`src/rtl/conv_layer_sequencer_pkg.sv`:
```
// ---------------------------------------------------------------------------
// conv_seq_pkg
// Shared types and helpers for the binarized Conv2d layer sequencer.
//   state_t     : sequencer FSM states
//   clog2_min1  : $clog2 that never returns 0, so single-entry ranges
//                 (IC=1, OC=1) still get a 1-bit select/index signal
// ---------------------------------------------------------------------------
package conv_seq_pkg;

  typedef enum logic [2:0] {
    IDLE  = 3'd0,
    CLEAR = 3'd1,
    FETCH = 3'd2,
    ACCUM = 3'd3,
    EMIT  = 3'd4,
    DONE  = 3'd5
  } state_t;

  function automatic int clog2_min1(input int n);
    return (n <= 1) ? 1 : $clog2(n);
  endfunction

endpackage

```
`src/rtl/conv_layer_sequencer_if.sv`:
```
// ---------------------------------------------------------------------------
// conv_layer_sequencer_if
// Bundles the sequencer's control/handshake signals.
//   start, busy, done            : layer-level controller handshake
//   acc_clr, acc_en              : accumulator strobes to the Conv2d datapath
//   ic_sel, wt_addr              : image-buffer channel select, weight address
//   out_valid, out_ready, out_oc : per-output-channel valid/ready handshake
// modport master : the sequencer side
// modport slave  : controller / datapath / consumer side
// ---------------------------------------------------------------------------
interface conv_layer_sequencer_if import conv_seq_pkg::*; #(
  parameter int IC = 4,
  parameter int OC = 8
);
  localparam int IC_W      = clog2_min1(IC);
  localparam int OC_W      = clog2_min1(OC);
  localparam int WT_ADDR_W = clog2_min1(IC * OC);

  logic                 start;
  logic                 busy;
  logic                 done;
  logic                 acc_clr;
  logic                 acc_en;
  logic [IC_W-1:0]      ic_sel;
  logic [WT_ADDR_W-1:0] wt_addr;
  logic                 out_valid;
  logic                 out_ready;
  logic [OC_W-1:0]      out_oc;

  modport master (
    input  start, out_ready,
    output busy, done, acc_clr, acc_en, ic_sel, wt_addr, out_valid, out_oc
  );

  modport slave (
    output start, out_ready,
    input  busy, done, acc_clr, acc_en, ic_sel, wt_addr, out_valid, out_oc
  );

endinterface

```
`src/rtl/conv_layer_sequencer.sv`:
```
// ---------------------------------------------------------------------------
// conv_layer_sequencer
// Control FSM that walks one binarized Conv2d accumulator through a layer:
// for every output channel it clears the accumulator, fetches and
// accumulates each input channel's weight set, then offers the binarized
// output channel downstream under valid/ready.
//
// Ports
//   clk   : clock
//   rstn  : synchronous, active-low reset (aborts a layer, no done pulse)
//   bus   : conv_layer_sequencer_if.master (see interface for signal list)
//
// Parameters
//   IC, OC     : input / output channels per layer (>= 1)
//   WT_LAT     : weight-memory read latency in cycles (>= 1)
//   WT_ADDR_W  : weight address width (derived)
//
// Timing: start sampled at edge E gives CLEAR in cycle 1; each output
// channel costs 2 + IC*(WT_LAT+1) cycles with ready held high; done is high
// in cycle OC*(2+IC*(WT_LAT+1)) + 1. Every output comes from flops or from
// registered state/counters, so start/out_ready never reach an output
// combinationally.
// ---------------------------------------------------------------------------
module conv_layer_sequencer import conv_seq_pkg::*; #(
  parameter int IC        = 4,
  parameter int OC        = 8,
  parameter int WT_LAT    = 1,
  parameter int WT_ADDR_W = clog2_min1(IC * OC)
) (
  input  logic                          clk,
  input  logic                          rstn,
  conv_layer_sequencer_if.master        bus
);

  localparam int IC_W   = clog2_min1(IC);
  localparam int OC_W   = clog2_min1(OC);
  localparam int WAIT_W = clog2_min1(WT_LAT);

  localparam logic [IC_W-1:0]   IC_LAST   = IC_W'(IC - 1);
  localparam logic [OC_W-1:0]   OC_LAST   = OC_W'(OC - 1);
  localparam logic [WAIT_W-1:0] WAIT_LAST = WAIT_W'(WT_LAT - 1);

  state_t              state_q, state_d;
  logic [OC_W-1:0]     oc_q, oc_d;
  logic [IC_W-1:0]     ic_q, ic_d;
  logic [WAIT_W-1:0]   wait_q, wait_d;

  logic                busy_q;
  logic                done_q;
  logic                acc_clr_q;
  logic                acc_en_q;
  logic                out_valid_q;

  logic                addr_phase;
  logic [WT_ADDR_W-1:0] wt_addr_calc;

  // Next-state and counter update.
  always_comb begin
    state_d = state_q;
    oc_d    = oc_q;
    ic_d    = ic_q;
    wait_d  = wait_q;
    case (state_q)
      IDLE: begin
        if (bus.start) begin
          state_d = CLEAR;
          oc_d    = '0;
          ic_d    = '0;
          wait_d  = '0;
        end
      end
      CLEAR: begin
        state_d = FETCH;
        wait_d  = '0;
      end
      FETCH: begin
        // Address has been stable since entering FETCH; leave after exactly
        // WT_LAT cycles so the ROM data is valid during ACCUM.
        if (wait_q == WAIT_LAST) begin
          state_d = ACCUM;
          wait_d  = '0;
        end else begin
          wait_d = wait_q + WAIT_W'(1);
        end
      end
      ACCUM: begin
        if (ic_q == IC_LAST) begin
          state_d = EMIT;
        end else begin
          ic_d    = ic_q + IC_W'(1);
          state_d = FETCH;
        end
      end
      EMIT: begin
        if (bus.out_ready) begin
          if (oc_q == OC_LAST) begin
            state_d = DONE;
          end else begin
            oc_d    = oc_q + OC_W'(1);
            ic_d    = '0;
            state_d = CLEAR;
          end
        end
      end
      DONE: begin
        state_d = IDLE;
        oc_d    = '0;
        ic_d    = '0;
      end
      default: begin
        state_d = IDLE;
      end
    endcase
  end

  // FSM register; strobes are registered from the next state so that they
  // line up with state_q and stay mutually exclusive by construction.
  always_ff @(posedge clk) begin
    if (!rstn) begin
      state_q     <= IDLE;
      oc_q        <= '0;
      ic_q        <= '0;
      wait_q      <= '0;
      busy_q      <= 1'b0;
      done_q      <= 1'b0;
      acc_clr_q   <= 1'b0;
      acc_en_q    <= 1'b0;
      out_valid_q <= 1'b0;
    end else begin
      state_q     <= state_d;
      oc_q        <= oc_d;
      ic_q        <= ic_d;
      wait_q      <= wait_d;
      busy_q      <= (state_d != IDLE);
      done_q      <= (state_d == DONE);
      acc_clr_q   <= (state_d == CLEAR);
      acc_en_q    <= (state_d == ACCUM);
      out_valid_q <= (state_d == EMIT);
    end
  end

  // Weight address and channel select only carry meaning while a weight
  // set is being fetched or accumulated; elsewhere they are parked at 0.
  assign addr_phase   = (state_q == FETCH) || (state_q == ACCUM);
  assign wt_addr_calc = WT_ADDR_W'(oc_q) * WT_ADDR_W'(IC) + WT_ADDR_W'(ic_q);

  assign bus.busy      = busy_q;
  assign bus.done      = done_q;
  assign bus.acc_clr   = acc_clr_q;
  assign bus.acc_en    = acc_en_q;
  assign bus.out_valid = out_valid_q;
  assign bus.ic_sel    = addr_phase ? ic_q : '0;
  assign bus.wt_addr   = addr_phase ? wt_addr_calc : '0;
  assign bus.out_oc    = (state_q == EMIT) ? oc_q : '0;

endmodule
```
`src/flat_wrapper.sv`:
```
// flat-port wrapper written by rule: the top's interface ports become plain ports
module conv_layer_sequencer_flat import conv_seq_pkg::*;
#(
  parameter int IC        = 4,
  parameter int OC        = 8,
  parameter int WT_LAT    = 1,
  parameter int WT_ADDR_W = clog2_min1(IC * OC)
)
  (clk, rstn, bus_start, bus_out_ready, bus_busy, bus_done, bus_acc_clr, bus_acc_en, bus_ic_sel, bus_wt_addr, bus_out_valid, bus_out_oc);
  conv_layer_sequencer_if #(.IC(IC), .OC(OC)) bus_i ();
  input  logic clk;
  input  logic rstn;
  input wire logic [$bits(bus_i.start)-1:0] bus_start;
  input wire logic [$bits(bus_i.out_ready)-1:0] bus_out_ready;
  output wire logic [$bits(bus_i.busy)-1:0] bus_busy;
  output wire logic [$bits(bus_i.done)-1:0] bus_done;
  output wire logic [$bits(bus_i.acc_clr)-1:0] bus_acc_clr;
  output wire logic [$bits(bus_i.acc_en)-1:0] bus_acc_en;
  output wire logic [$bits(bus_i.ic_sel)-1:0] bus_ic_sel;
  output wire logic [$bits(bus_i.wt_addr)-1:0] bus_wt_addr;
  output wire logic [$bits(bus_i.out_valid)-1:0] bus_out_valid;
  output wire logic [$bits(bus_i.out_oc)-1:0] bus_out_oc;
  assign bus_i.start = bus_start;
  assign bus_i.out_ready = bus_out_ready;
  assign bus_busy = bus_i.busy;
  assign bus_done = bus_i.done;
  assign bus_acc_clr = bus_i.acc_clr;
  assign bus_acc_en = bus_i.acc_en;
  assign bus_ic_sel = bus_i.ic_sel;
  assign bus_wt_addr = bus_i.wt_addr;
  assign bus_out_valid = bus_i.out_valid;
  assign bus_out_oc = bus_i.out_oc;
  conv_layer_sequencer #(.IC(IC), .OC(OC), .WT_LAT(WT_LAT), .WT_ADDR_W(WT_ADDR_W)) u_core (.clk(clk), .rstn(rstn), .bus(bus_i));
endmodule
```
`config.mk`:
```
export PLATFORM = sky130hd
export DESIGN_NAME = conv_layer_sequencer_flat
export DESIGN_NICKNAME = d
export VERILOG_FILES = /design/src/rtl/conv_layer_sequencer_pkg.sv /design/src/rtl/conv_layer_sequencer_if.sv /design/src/rtl/conv_layer_sequencer.sv /design/src/flat_wrapper.sv
export SDC_FILE = /design/constraint.sdc
export NUM_CORES = 1
export LEC_CHECK = 0
export BUFFER_PORTS_ARGS = -buffer_cell sky130_fd_sc_hd__buf_2
export CAP_MARGIN = 15
export CORE_ASPECT_RATIO = 0.8
export CORE_UTILIZATION = 25
export CTS_CLUSTER_SIZE = 16
export DETAILED_ROUTE_END_ITERATION = 16
export PLACE_DENSITY_LB_ADDON = 0.2
export SLEW_MARGIN = 20
export SYNTH_ARGS = -nofsm -noshare
export SYNTH_HDL_FRONTEND = slang
export SYNTH_SLANG_ARGS = --single-unit
```
`constraint.sdc`:
```
create_clock -name clk -period 1.65 [get_ports clk]
set_input_delay 0.0825 -clock clk [delete_from_list [all_inputs] [get_ports clk]]
set_output_delay 0.0825 -clock clk [all_outputs]
set_load 0.05 [all_outputs]
```
==> flow_metrics.tcl <==
set metrics [dict create \
    timing.rr.start "u_core.oc_q[0]" \
    avgRoutedWirePerCell_um 10.84 \
    port_buffers 18 \
    vias 586 \
    hold_end "u_core.bus.out_valid" \
    pwr-share-seq 0.463 \
    synthMuxAreaShare 0.06768 \
    cp.required_ns 1.57 \
    synth_cell_types 32 \
    critical_path_arrival_ns 1.46 \
    setup_ws_ns 0.1108 \
    synth_fa_ha_area_frac 0.05076 \
    cap_violations 0 \
    cts_hold_buf 0 \
    p_sw_uw 194.7 \
    hp-start "bus_out_ready" \
    post-route-period-util 0.9329 \
    tightest_slew_ns 0.3932 \
    leakagePower_uw 0.0004547 \
    cts_max_level 1 \
    p_int_uw 536.4 \
    drive_gt1_frac 0.3673 \
    syn_area_um2 739.5 \
    num_rows 17 \
    yosysWarnings 0 \
    gp_congestion 0.7372 \
    clk_path_buf_depth 2 \
    syn-num-nets 85 \
    die_x_um 62.81 \
    fin_util 0.3247 \
    syn2layout_area_growth_pct 22.34 \
    clk_latency_ns 0.24 \
    grt_pass1_wl_mm 2.442 \
    tritoncts.num_buffers 3 \
    drtAntennaViolNets 0 \
    post-dp-hpwl_mm 1.065 \
    start_util 0.2654 \
    rsz0062_at_grt "no" \
    cts_tree "done" \
    clk_pin_slew_ns 0.06 \
    core_area_um2 2786 \
    grt_pass1_vias 498 \
    synth_compound_area_frac 0.08122 \
    hp-class "in -> reg" \
    synthSimpleGateAreaFrac 0.3672 \
    setup_viol 0 \
    cts.sinks 13 \
    p_per_area_nw_per_um2 808.1 \
    min_delay_path_depth 4 \
    netlist_instances 78 \
    grt_max_degree 15 \
    clock_skew_ns 0.002858 \
    die-area_um2 3181 \
    p_comb_frac 0.143 \
    critPathLaunchType "flip-flop" \
    ir_worst_vdd_v 0.0003296 \
    period_minus_slack_ns 1.539 \
    cts_root_buffer "clkbuf_8" \
    place_ws_ns 0.1019 \
    ys_ff_latch 13 \
    yosys-top-cells-area "dfxtp_1, and2_1, mux2i_1" \
    first_iter_violations 7 \
    grt_remaining_overflow 0 \
    diodes 0 \
    pin_count 19 \
    p_clk_frac 0.394 \
    hold_viol 0 \
    wl_mm 1.474 \
    drc 0 \
    synth.top_cell.area_share 0.3519 \
    grtUsageTotal 0.1047 \
    status "complete, no violations" \
    avgSynthCellArea_um2 9.480 \
    finalPower_uw 731.0 \
    maxSlewHeadroom 0.7369 \
    swShare 0.2663 \
    yosys.area_share.xor_xnor 0 \
    critPathCaptureType "output port" \
    synth_top_family_by_area "simple AND/OR/NAND/NOR gates" \
    critPathKind "reg -> out" \
    regToRegSetupSlack_ns 0.12 \
    via_per_inst 4.309 \
    timing.fmax_mhz 649.7 \
    antenna_found_initial 0 \
    ys_seq_area_frac 0.3519 \
    tns_ns 0 \
    yosysTopAreaCell "dfxtp_1" \
    final_nets 106 \
    drv_slew 0 \
    die_h_um 50.65 \
    first_pass_iters 4 \
    crit_fanout 8 \
    timing.rr.end "u_core.oc_q[0]" \
    rr_worst_depth 6 \
]
## metrics by stage
stage	cells	cell area, um2	hold WS, ns
floorplan	78	739.5	0.1966
global placement	131	847.1	0.4615
detailed placement	131	847.1	0.4585
CTS	135	892.1	0.2020
global route	136	904.6	0.2093
finish	136	904.6	0.2054
## how the worst max path moves through the flow
stage                                  from             end  slack (ns)  depth (start not counted)
final                     u_core.state_q[2]   bus_out_oc[1]        0.11                          3
after global placement       u_core.oc_q[0]  u_core.oc_q[1]        0.11                          6
after global routing      u_core.state_q[2]   bus_out_oc[1]       0.002                          3
after detailed placement     u_core.oc_q[0]  u_core.oc_q[1]        0.10                          6
after CTS                 u_core.state_q[2]   bus_out_oc[0]        0.06                          3
after floorplan           u_core.state_q[1]  bus_wt_addr[0]        0.06                          4
## cell families after synthesis
kind of cell / after synthesis
fa+ha+maj: 3
compound gates: 8
flops: 13
buf+inv: 8
mux: 5
simple gates: 41
## routing by layer
metal	global-route usage	wire (um)
met1	0.1411	737
met2	0.1449	652
met3	0.04773	68
met4	0.03488	16
met5	0	0
## final cells by class
| class | instances | area [um2] |
|---|---|---|
| fill | 297 | 1882 |
| multi-input combinational | 57 | 421.7 |
| sequential | 13 | 262.8 |
| timing repair buffer | 22 | 120.1 |
| tap | 38 | 47.55 |
| clock buffer | 4 | 45.04 |
| inverter | 2 | 7.507 |
## Yosys cell counts
| master | n |
|---|---|
| inv_1 | 2 |
| o21ai_0 | 2 |
| mux2i_1 | 5 |
| a21oi_2 | 2 |
| nand3b_1 | 1 |
| nand4b_1 | 1 |
| nand2_2 | 1 |
| clkbuf_1 | 1 |
| and2b_4 | 1 |
| and3_1 | 3 |
| a2bb2oi_2 | 1 |
| o21ai_1 | 1 |
| nor2b_1 | 4 |
| nor4b_1 | 1 |
| a21oi_1 | 1 |
| and3b_1 | 1 |
| o21bai_1 | 1 |
| and2b_1 | 1 |
| and2_1 | 8 |
| nand3_1 | 2 |
| buf_4 | 2 |
| nand2_1 | 6 |
| dfxtp_1 | 13 |
| buf_6 | 3 |
| nand2b_1 | 1 |
| nand3b_4 | 1 |
| nand4_1 | 1 |
| ha_1 | 3 |
| nor2_1 | 5 |
| nor3_1 | 1 |
| nor3b_4 | 1 |
| nor4_2 | 1 |
## layout by cell type (no fill, tap or decap), types with 2 or more instances in the layout
cell      instances
a21oi_2           2
and2_1            8
and3_1            3
buf_2            18
buf_4             4
clkbuf_8          3
dfxtp_1          11
dfxtp_2           2
ha_1              3
inv_1             2
mux2i_1           5
nand2_1           6
nand3_1           2
nor2_1            5
nor2b_1           3
o21ai_1           2
## state kept, by name (all words and copies together), names as in the netlist
signal and flops:
u_core.oc_q 3, u_core.bus.busy 1, u_core.state_q 3, u_core.bus.acc_en 1, u_core.bus.acc_clr 1, u_core.bus.out_valid 1
u_core.ic_q 2, u_core.bus.done 1
## power by group through the flow
stage	clock, uW	combinational, uW	sequential (uW)
floorplan	0	71.5	355
global placement	0	105	344
detailed placement	0	105	344
CTS	298	105	337
global route	321	114	340
finish	288	105	338
## worst max-delay path: stages (launching register included)
cell and delay (ns):
dfxtp_1 0.47, nor3b_4 0.33, and2_1 0.16, buf_2 0.25
## what timing repair did
| action | in CTS | in global routing |
|---|---|---|
| resized for setup | 0 | 4 |
| setup buffers | 0 | 1 |
| endpoints found under the setup margin | 0 | 12 |
(Power assumes the default switching activity.)
